`src/rtl/bsg_fifo_1rw_large_sched.sv`:
```
// bsg_fifo_1rw_large_sched
// Drives the single read/write port of a large 1rw FIFO so that it behaves
// like a streaming FIFO. Each cycle at most one of enqueue/dequeue is issued.
// Contention is resolved round-robin. A 2-entry output buffer hides the
// FIFO's one-cycle read latency. Dequeues are only issued while a buffer slot
// is guaranteed to be free, counting the read still in flight. When the FIFO
// is empty and nothing is in flight, upstream words may skip the FIFO and go
// straight into the output buffer.
module bsg_fifo_1rw_large_sched #(
    parameter int width_p  = 8,
    parameter bit bypass_p = 1'b1
) (
    input  logic               clk_i,
    input  logic               reset_i,

    input  logic [width_p-1:0] data_i,
    input  logic               v_i,
    output logic               yumi_o,

    output logic               v_o,
    output logic [width_p-1:0] data_o,
    input  logic               yumi_i,

    output logic               fifo_v_o,
    output logic               fifo_enq_not_deq_o,
    output logic [width_p-1:0] fifo_data_o,
    input  logic               fifo_full_i,
    input  logic               fifo_empty_i,
    input  logic [width_p-1:0] fifo_data_i
);

    typedef enum logic {
        GRANT_DEQ = 1'b0,
        GRANT_ENQ = 1'b1
    } grant_e;

    // Scheduler state
    logic [1:0]   obuf_count;
    logic         inflight;
    grant_e       last_grant;

    // Output buffer storage, organised as a 2-entry circular queue
    logic [width_p-1:0] obuf_mem [2];
    logic               obuf_rd_ptr;
    logic               obuf_wr_ptr;

    // Per-cycle decisions
    logic               bypass;
    logic               enq_elig;
    logic               deq_elig;
    logic               enq_grant;
    logic               deq_grant;
    logic [1:0]         credit_used;
    logic               obuf_wr;
    logic               obuf_pop;
    logic [width_p-1:0] obuf_wr_data;

    // Slots already promised: words held plus the read currently returning.
    assign credit_used = obuf_count + {1'b0, inflight};

    // Pick bypass, enqueue, dequeue or nothing for this cycle.
    always_comb begin
        // NOTE: every signal written here gets a default first, so no path
        // through the block can leave one unassigned and infer a latch.
        bypass    = 1'b0;
        enq_grant = 1'b0;
        deq_grant = 1'b0;
        enq_elig  = v_i & ~fifo_full_i;
        deq_elig  = ~fifo_empty_i & (credit_used < 2'd2);
        if (!reset_i) begin
            // Empty FIFO and nothing in flight means every older word is
            // already in the output buffer, so skipping the FIFO keeps order.
            bypass = bypass_p && v_i && fifo_empty_i && !inflight
                     && (obuf_count != 2'd2);
            if (!bypass) begin
                if (enq_elig && deq_elig) begin
                    enq_grant = (last_grant == GRANT_DEQ);
                    deq_grant = (last_grant == GRANT_ENQ);
                end else begin
                    enq_grant = enq_elig;
                    deq_grant = deq_elig;
                end
            end
        end
    end

    assign yumi_o             = bypass | enq_grant;
    assign fifo_v_o           = enq_grant | deq_grant;
    assign fifo_enq_not_deq_o = enq_grant;
    assign fifo_data_o        = data_i;

    // Bypass and capture never coincide: bypass requires nothing in flight.
    assign obuf_wr      = bypass | inflight;
    assign obuf_wr_data = inflight ? fifo_data_i : data_i;
    assign obuf_pop     = yumi_i & v_o;

    assign v_o    = (obuf_count != 2'd0);
    assign data_o = obuf_mem[obuf_rd_ptr];

    // Scheduler and output-buffer bookkeeping.
    always_ff @(posedge clk_i) begin
        // NOTE: state is updated with non-blocking assignments so every
        // register samples the values from before this edge.
        if (reset_i) begin
            obuf_count  <= 2'd0;
            obuf_rd_ptr <= 1'b0;
            obuf_wr_ptr <= 1'b0;
            inflight    <= 1'b0;
            last_grant  <= GRANT_DEQ;
        end else begin
            obuf_count <= obuf_count + 2'(obuf_wr) - 2'(obuf_pop);
            if (obuf_wr) begin
                obuf_wr_ptr <= ~obuf_wr_ptr;
            end
            if (obuf_pop) begin
                obuf_rd_ptr <= ~obuf_rd_ptr;
            end
            // A capture clears the flag unless a new read replaces it.
            inflight <= deq_grant;
            if (enq_grant) begin
                last_grant <= GRANT_ENQ;
            end else if (deq_grant) begin
                last_grant <= GRANT_DEQ;
            end
        end
    end

    // Output buffer data storage.
    always_ff @(posedge clk_i) begin
        // NOTE: storage is deliberately not reset; the count and pointers
        // decide which entries are meaningful.
        if (obuf_wr && !reset_i) begin
            obuf_mem[obuf_wr_ptr] <= obuf_wr_data;
        end
    end

    // Simulation-only protocol checks.
    always_ff @(posedge clk_i) begin
        if (!reset_i) begin
            assert (!(yumi_i && !v_o))
                else $error("yumi_i asserted while v_o is low");
            assert (!(obuf_wr && !obuf_pop && obuf_count == 2'd2))
                else $error("output buffer overflow");
        end
    end

endmodule

```
`config.mk`:
```
export PLATFORM = sky130hd
export DESIGN_NAME = bsg_fifo_1rw_large_sched
export DESIGN_NICKNAME = d
export VERILOG_FILES = /design/src/rtl/bsg_fifo_1rw_large_sched.sv
export SDC_FILE = /design/constraint.sdc
export NUM_CORES = 1
export LEC_CHECK = 0
export ABC_AREA = 1
export CAP_MARGIN = 20
export CORE_ASPECT_RATIO = 1.4
export CORE_UTILIZATION = 39
export CTS_CLUSTER_SIZE = 30
export DETAILED_ROUTE_END_ITERATION = 12
export PLACE_DENSITY = 0.74
export SYNTH_ARGS = -nofsm -noshare
export SYNTH_HDL_FRONTEND = slang
export SYNTH_SLANG_ARGS = --single-unit
```
`constraint.sdc`:
```
create_clock -name clk_i -period 2 [get_ports clk_i]
set_input_delay 0.6 -clock clk_i [delete_from_list [all_inputs] [get_ports clk_i]]
set_output_delay 0.6 -clock clk_i [all_outputs]
set_load 0.005 [all_outputs]
```
# After elaboration in Yosys (flattened, before gate mapping)
# Memories as Yosys holds them, arrays and structs flattened. A register that Yosys moved wholly into a read port is not among the register bits.
# Cells that the tools add are included.
# W data, S select, Z words.
[classes]
add_sub_neg = 3
mul = 0
n_div = 0
n_lt_le_gt_ge = 1
n_eq_ne = 1
shift = 0
mux = 14
n_bitwise = 11
reduce_logical = 9
[ops]
columns = ["cell", "count"]
rows = [
  ["$mux W1", 13],
  ["$mux W8", 1],
  ["$logic_and A1 B1 Y1", 5],
  ["$not A1 Y1", 5],
  ["$add A2 B1 Y2", 2],
  ["$reduce_bool A2 Y1", 2],
  ["$and A1 B1 Y1", 3],
  ["$or A1 B1 Y1", 3],
  ["$logic_not A1 Y1", 2],
  ["$lt A2 B2 Y1 const B", 1],
  ["$ne A2 B2 Y1 const B", 1],
  ["$sub A2 B1 Y2", 1],
]
[word_totals]
ff_bits = 6
latch_bits = 0
ram_bits = 16
mem_bits_ro = 0
in_bits = 22
output_inout_bits = 20
word_cells = 45
memories = 1
[memory_table]
columns = ["memory", "depth", "word_bits", "read_ports", "rd_clocked_by_memory_dff", "wr", "line", "rtl"]
rows = [
  ["obuf_mem", 2, 8, 1, 1, 1, "43", "logic [width_p-1:0] obuf_mem [2];"],
]

# Longest topological paths before layout
# Gate-level depths: netlist of the first run.
[depth]
depth_word = 9
mapped_depth = 11
ltp_nobuf = 11

# Worst setup path after synthesis of the first run
# Ideal clock, no wire load.
[synth_timing]
path_type = "in2reg"
startpoint = "in v_i"
endpoint = "mem obuf_mem[1][0] (enable)"
setup_time_ns = 0.383
arrival_time_ns = 1.602
t_required_ns = 1.617
path_slack_ns = 0.015
path_stages = 6
path_buffers = 0
path_cell_list = "nand2_1 > nor2_4 > nand3_2 > nand2_2 > inv_1 > nor3_1"
[synth_between]
elab_chain_len = 8
[synth_lines]
columns = ["item", "line", "rtl"]
rows = [
  ["from (decl)", "17", "input logic v_i,"],
  ["$logic_and A1 B1 Y1 (2 in a row)", "73", "bypass = bypass_p && v_i && fifo_empty_i && !inflight"],
  ["$logic_and A1 B1 Y1", "74", "&& (obuf_count != 2'd2);"],
  ["$mux W1", "70", "if (!reset_i) begin"],
  ["$or A1 B1 Y1", "93", "assign obuf_wr = bypass | inflight;"],
  ["$logic_and A1 B1 Y1", "132", "if (obuf_wr && !reset_i) begin"],
  ["$mux W1", "132", ""],
  ["$mux W1 (not written as such)", "133", "obuf_mem[obuf_wr_ptr] <= obuf_wr_data;"],
  ["to (decl)", "43", ""],
]
# No other way between the ends.

# Worst setup path in the final report of the first run
[layout_timing]
startpoint = "in fifo_full_i"
endpoint = "out fifo_v_o"
[layout_between]
elab_chain_len = 7
word_cells_on_any_way = 10
[layout_lines]
columns = ["item", "line", "rtl"]
rows = [
  ["from (decl)", "27", "input logic fifo_full_i,"],
  ["$not A1 Y1 *", "68", "enq_elig = v_i & ~fifo_full_i;"],
  ["$and A1 B1 Y1 *", "68", ""],
  ["$logic_and A1 B1 Y1", "76", "if (enq_elig && deq_elig) begin"],
  ["$mux W1", "76", ""],
  ["$mux W1", "75", "if (!bypass) begin"],
  ["$mux W1", "70", ""],
  ["$or A1 B1 Y1 *", "88", "assign fifo_v_o = enq_grant | deq_grant;"],
  ["to (decl)", "24", "output logic fifo_v_o,"],
]
# Every way passes the cells marked *; elsewhere a longest branch is shown, timed or not.

==> impl_metrics.ini, run 1 <==
[run_status]
outcome = finished clean

[sta]
max_slew.worst_pin.slew_ps = 295
skew_ps = 3.33
max_freq_ghz = 0.513
hold_violations = 0
setup_ws_ps = 50.3
hold_ws_ps = 471
maxSlewViolCount = 0
rsz0062_at_grt = true
layout_worst_path_cycle_share_pct = 97.5
fin_crit_ps = 1950
max_slew_margin_pct = 80.2
setup_viol = 0

[routing]
drcViolationCount = 0
ant_nets = 0
drt_iter0_drc = 25
wl_per_cell_um = 11.9
dr.pass1.iters = 4
wl_mm = 2.46
vias_per_cell = 4.73
vias = 979

[final_layout]
drive_gt1_share_pct = 32.2
syn_to_final_growth_pct = 47.4
nets = 195
utilization_pct = 62.5
fin_area_um2 = 1690
fillerInstances = 245
layout_common_cells = nand2_1, clkdlybuf4s50_1, buf_4
final_common_cell = nand2_1
antenna_cells = 0

[global_routing]
grt_first_pass_wirelength_mm = 3.84
track_usage_pct = 17.1
grt_pass1_vias = 997
grt_max_degree = 14
antenna_found_initial = 0
gr-total-overflow = 0

[synthesis]
synth_top_area_share_pct = 42.0
synth-seq-cells = 23
syn_area_um2 = 1140
syn_avg_cell_area_um2 = 9.69
postSynthNetCount = 141
ys_types = 22
synth_top_area_cell = edfxtp_1
ys_top_cells_by_area = edfxtp_1, nand2_1, dfxtp_1
yosysWarningCount = 0
synthCells = 118
synth_seq_area_share_pct = 54.3

[floorplan]
die_y_um = 66.1
core-area_um2 = 2700
start_util_pct = 42.4
dieWidth_um = 47.8
dieArea_um2 = 3160
ios = 42
rows = 22

[power]
finalPower_uw = 1440
vdd_drop_max_v = 0.000555
power.leakage_uw = 0.000750
power.density_nw_per_um2 = 853

[clocking]
numCtsBuffers = 3
cts_tree = yes
hold_buffers = 0
cts_buffer_depth = 2
clkTransAtPathRegs_ps = 120
clockRootBuffer = clkbuf_4
htree_levels = 1
clock_latency_ps = 300
clock-sinks = 23

[setup_path]
worst-endpoint-arrival_ps = 1350
cp.required_ps = 1400
crit_fanout = 2
worstSetupPathType = in -> out
cp-end-kind = output pin
cp-start-kind = primary input

[placed_design]
place_congestion = 0.732
io_buffers = 41
place_ws_ps = -632
dp_hpwl_mm = 1.99
place_area_um2 = 1640

[hold_path]
hold_class = reg -> reg

[flow_run]
maxCapViolations = 0
## logic make-up after synthesis
family | Yosys count | synth area share, %
DFF | 23 | 54.3
and+or+nand+nor | 57 | 22.3
adders and majority gates | 1 | 1.09
muxes | 8 | 7.88
buffers and inverters | 21 | 10.3
AOI/OAI and AO/OA | 7 | 3.39
xor gates and xnor gates | 1 | 0.766
## layout make-up
class	instances	area, um2	area share [%]
repair buffers	59	520	30.9
flip-flops and latches	23	628	37.3
clock inverters	1	5.00	0.297
multi-input cells	74	423	25.1
clock buffers	3	22.5	1.34
well taps	36	45.0	2.67
inverters	11	41.3	2.45
## cell usage after synthesis (all sizes together)
master  instances
nand2          41
o21ai           2
nor2            8
or2             1
inv            11
mux2            8
xnor2           1
nand3           5
a21oi           5
ha              1
edfxtp         16
dfxtp           7
nor3            2
buf            10
## metrics by stage
stage / setup TNS (ps) / cells
4_1_cts: 0 / 207
3_3_place_gp: -7890 / 199
3_5_place_dp: -9210 / 199
6_report: 0 / 207
5_1_grt: -23.9 / 207
2_1_floorplan: 0 / 118
## what timing repair did
action	in CTS	in global routing
endpoints found under the setup margin	28	11
resized for setup	50	9
hold endpoints to repair	0	0
pin swaps	6	5
buffers inserted	4	0
## metal layers
layer / part of all wire [%] / vias to the layer above / track usage (%)
met2: 57 / 36 / 34.8
met3: 5.3 / 6 / 3.28
met4: 1.4 / 0 / 4.86
li1: - / 481 / -
met5: 0 / - / 0
met1: 36 / 456 / 15.1
## final timing paths
| check | startpoint | end | slack [ps] | cells after the start |
|---|---|---|---|---|
| setup / recovery | fifo_full_i | fifo_v_o | 50 | 6 |
| hold / removal | obuf_wr_ptr | obuf_wr_ptr | 470 | 2 |
| setup reg to reg | obuf_count[0] | obuf_mem[1][4] | 340 | 8 |
| hold reg to reg | obuf_wr_ptr | obuf_wr_ptr | 470 | 2 |
## critical path, stage by stage
cell and delay, ps:
dlygate4sd2_1 250, nor2_2 120, buf_4 130, nand3_2 80
nand2_1 70, buf_2 100
## state kept, by name, indices dropped and copies added (netlist names), named ones only
| signal | flops |
|---|---|
| inflight | 1 |
| last_grant | 1 |
| obuf_count | 2 |
| obuf_mem | 16 |
| obuf_rd_ptr | 1 |
| obuf_wr_ptr | 1 |
## power breakdown
part           internal (uW)  leakage, uW  total [uW]  switching, uW
clock                   74.4    0.0000177         203            129
sequential               590     0.000205         636           46.1
combinational            334     0.000527         599            266
No activity file was read; power rests on OpenSTA's default activity.
==> run 2, diff against run 1 <==
--- a/config.mk
+++ b/config.mk
@@ -7,11 +7,11 @@
 export LEC_CHECK = 0
 export ABC_AREA = 1
 export CAP_MARGIN = 20
-export CORE_ASPECT_RATIO = 1.4
-export CORE_UTILIZATION = 39
+export CORE_ASPECT_RATIO = 1.2
+export CORE_UTILIZATION = 43
 export CTS_CLUSTER_SIZE = 30
 export DETAILED_ROUTE_END_ITERATION = 12
-export PLACE_DENSITY = 0.74
+export PLACE_DENSITY = 0.78
 export SYNTH_ARGS = -nofsm -noshare
 export SYNTH_HDL_FRONTEND = slang
 export SYNTH_SLANG_ARGS = --single-unit
==> constraint.sdc (replaced) <==
create_clock -name clk_i -period 1.8 [get_ports clk_i]
set_input_delay 0.54 -clock clk_i [delete_from_list [all_inputs] [get_ports clk_i]]
set_output_delay 0.54 -clock clk_i [all_outputs]
set_load 0.005 [all_outputs]
==> impl_metrics.ini, run 2 (synthesis gave the netlist of run 1 again) <==
[run_status]
outcome = finished with violations
violations = setup timing

[sta]
max_slew.worst_pin.slew_ps = 236
max_freq_ghz = 0.511
maxSlewViolCount = 0
setup_ws_ps = -158
layout_worst_path_cycle_share_pct = 109
rsz0062_at_grt = true
skew_ps = 9.58
hold_ws_ps = 460
fin_crit_ps = 1960
hold_violations = 0
max_slew_margin_pct = 84.2
setup_viol = 4

[routing]
wl_mm = 3.08
dr.pass1.iters = 4
drcViolationCount = 0
vias_per_cell = 4.94
vias = 1078
ant_nets = 0
drt_iter0_drc = 37
wl_per_cell_um = 14.1

[global_routing]
antenna_found_initial = 0
grt_pass1_vias = 1112
track_usage_pct = 22.0
grt_max_degree = 13
gr-total-overflow = 0
grt_first_pass_wirelength_mm = 4.72

[setup_path]
crit_top_cell = buf_6
worst-endpoint-arrival_ps = 1420
reg2reg_from = obuf_count[0]
cp-end-kind = output pin
cp.required_ps = 1260
cp_top_family = flip-flops
cp-start-kind = flip-flop
crit_fanout = 3
worstSetupPathType = reg -> out
reg2reg_to = last_grant
cp.buffers_inverters = 4
reg2reg_depth = 12
critical_path.slowest_cell = dfxtp_4
crit_chain = inv_1 -> nand2_2 -> a21oi_2 -> nand3_2 -> buf_6 -> inv_2 -> buf_6
reg2reg_setup_slack_ps = 20
crit_path_max_incr_delay_ps = 380

[flow_run]
maxCapViolations = 0

[clocking]
clock_latency_ps = 300
htree_levels = 1
cts_tree = yes
cts_buffer_depth = 2
clkTransAtPathRegs_ps = 120
hold_buffers = 0
clockRootBuffer = clkbuf_4
numCtsBuffers = 3
clock-sinks = 23

[placed_design]
dp_hpwl_mm = 1.99
io_buffers = 41
place_congestion = 0.782
placed_cells = 200

[final_layout]
top_regs = obuf_mem: 16 flops, obuf_count: 2 flops
final_common_cell = nand2_1
nets = 209
largest_register = obuf_mem
largest_register_ffs = 16
instances_no_fill = 218
antenna_cells = 0
utilization_pct = 74.1
syn_to_final_growth_pct = 63.8
layout_common_cells = nand2_1, buf_4, clkdlybuf4s50_1
drive_gt1_share_pct = 49.2
fillerInstances = 185

[floorplan]
core-area_um2 = 2530
die_y_um = 58.5
start_util_pct = 45.2
dieWidth_um = 49.1
rows = 20
ios = 42
dieArea_um2 = 2870

[power]
power.leakage_uw = 0.000843
power.density_nw_per_um2 = 999
vdd_drop_max_v = 0.000864
finalPower_uw = 1870

[hold_path]
hold_class = reg -> reg
min_path_cells = 1
hold_start = obuf_rd_ptr
run 2: cell types whose count changed in the layout (fill, tap and decap cells not counted), sizes merged:
| cell | delta |
|---|---|
| buf | +22 |
| clkbuf | +5 |
| clkdlybuf4s15 | -3 |
| clkinv | -1 |
| dlygate4sd2 | -9 |
run 2: metrics by stage:
stage / setup TNS [ps] / worst slack (ps) / area [um2]
6_report: -292 / -158 / 1870
5_1_grt: -702 / -215 / 1870
4_1_cts: -358 / -142 / 1810
3_5_place_dp: -11860 / -743 / 1670
3_3_place_gp: -10050 / -662 / 1670
2_1_floorplan: 0 / 101 / 1150
run 2: worst max path at each step:
stage             startpoint                 end  cells past startpoint
4_1_cts        obuf_count[1]  fifo_enq_not_deq_o                      9
5_1_grt        obuf_count[0]  fifo_enq_not_deq_o                      7
6_report       obuf_count[0]  fifo_enq_not_deq_o                      7
3_3_place_gp             v_i              yumi_o                      7
3_5_place_dp             v_i  fifo_enq_not_deq_o                      7
2_1_floorplan            v_i      obuf_mem[0][0]                      6
run 2: power breakdown:
| part | switching (uW) | internal [uW] |
|---|---|---|
| Combinational | 383 | 514 |
| Sequential | 77.3 | 667 |
| Clock | 143 | 86.3 |
| Total | 603 | 1270 |
run 2: what timing repair did:
item / 4_1_cts / 5_1_grt
gates resized for setup: 94 / 30
setup buffers: 14 / 2
pin swaps: 10 / 10
endpoints found under the setup margin: 37 / 20
run 2: routing by layer:
metal  vias up  track usage (%)  share of wire [%]
li1        512                -                  -
met1       498             20.6                 36
met2        56             44.4                 56
met3        12             3.62                4.6
met4         0             12.2                3.2
met5         -                0                  0
run 2: final cells by class:
class	instances	area [um2]	share of cell area, %
Sequential cell	23	636	33.9
Timing Repair Buffer	73	626	33.4
Multi-Input combinational cell	74	503	26.9
Clock buffer	4	26.3	1.40
Tap cell	33	41.3	2.20
Inverter	11	41.3	2.20
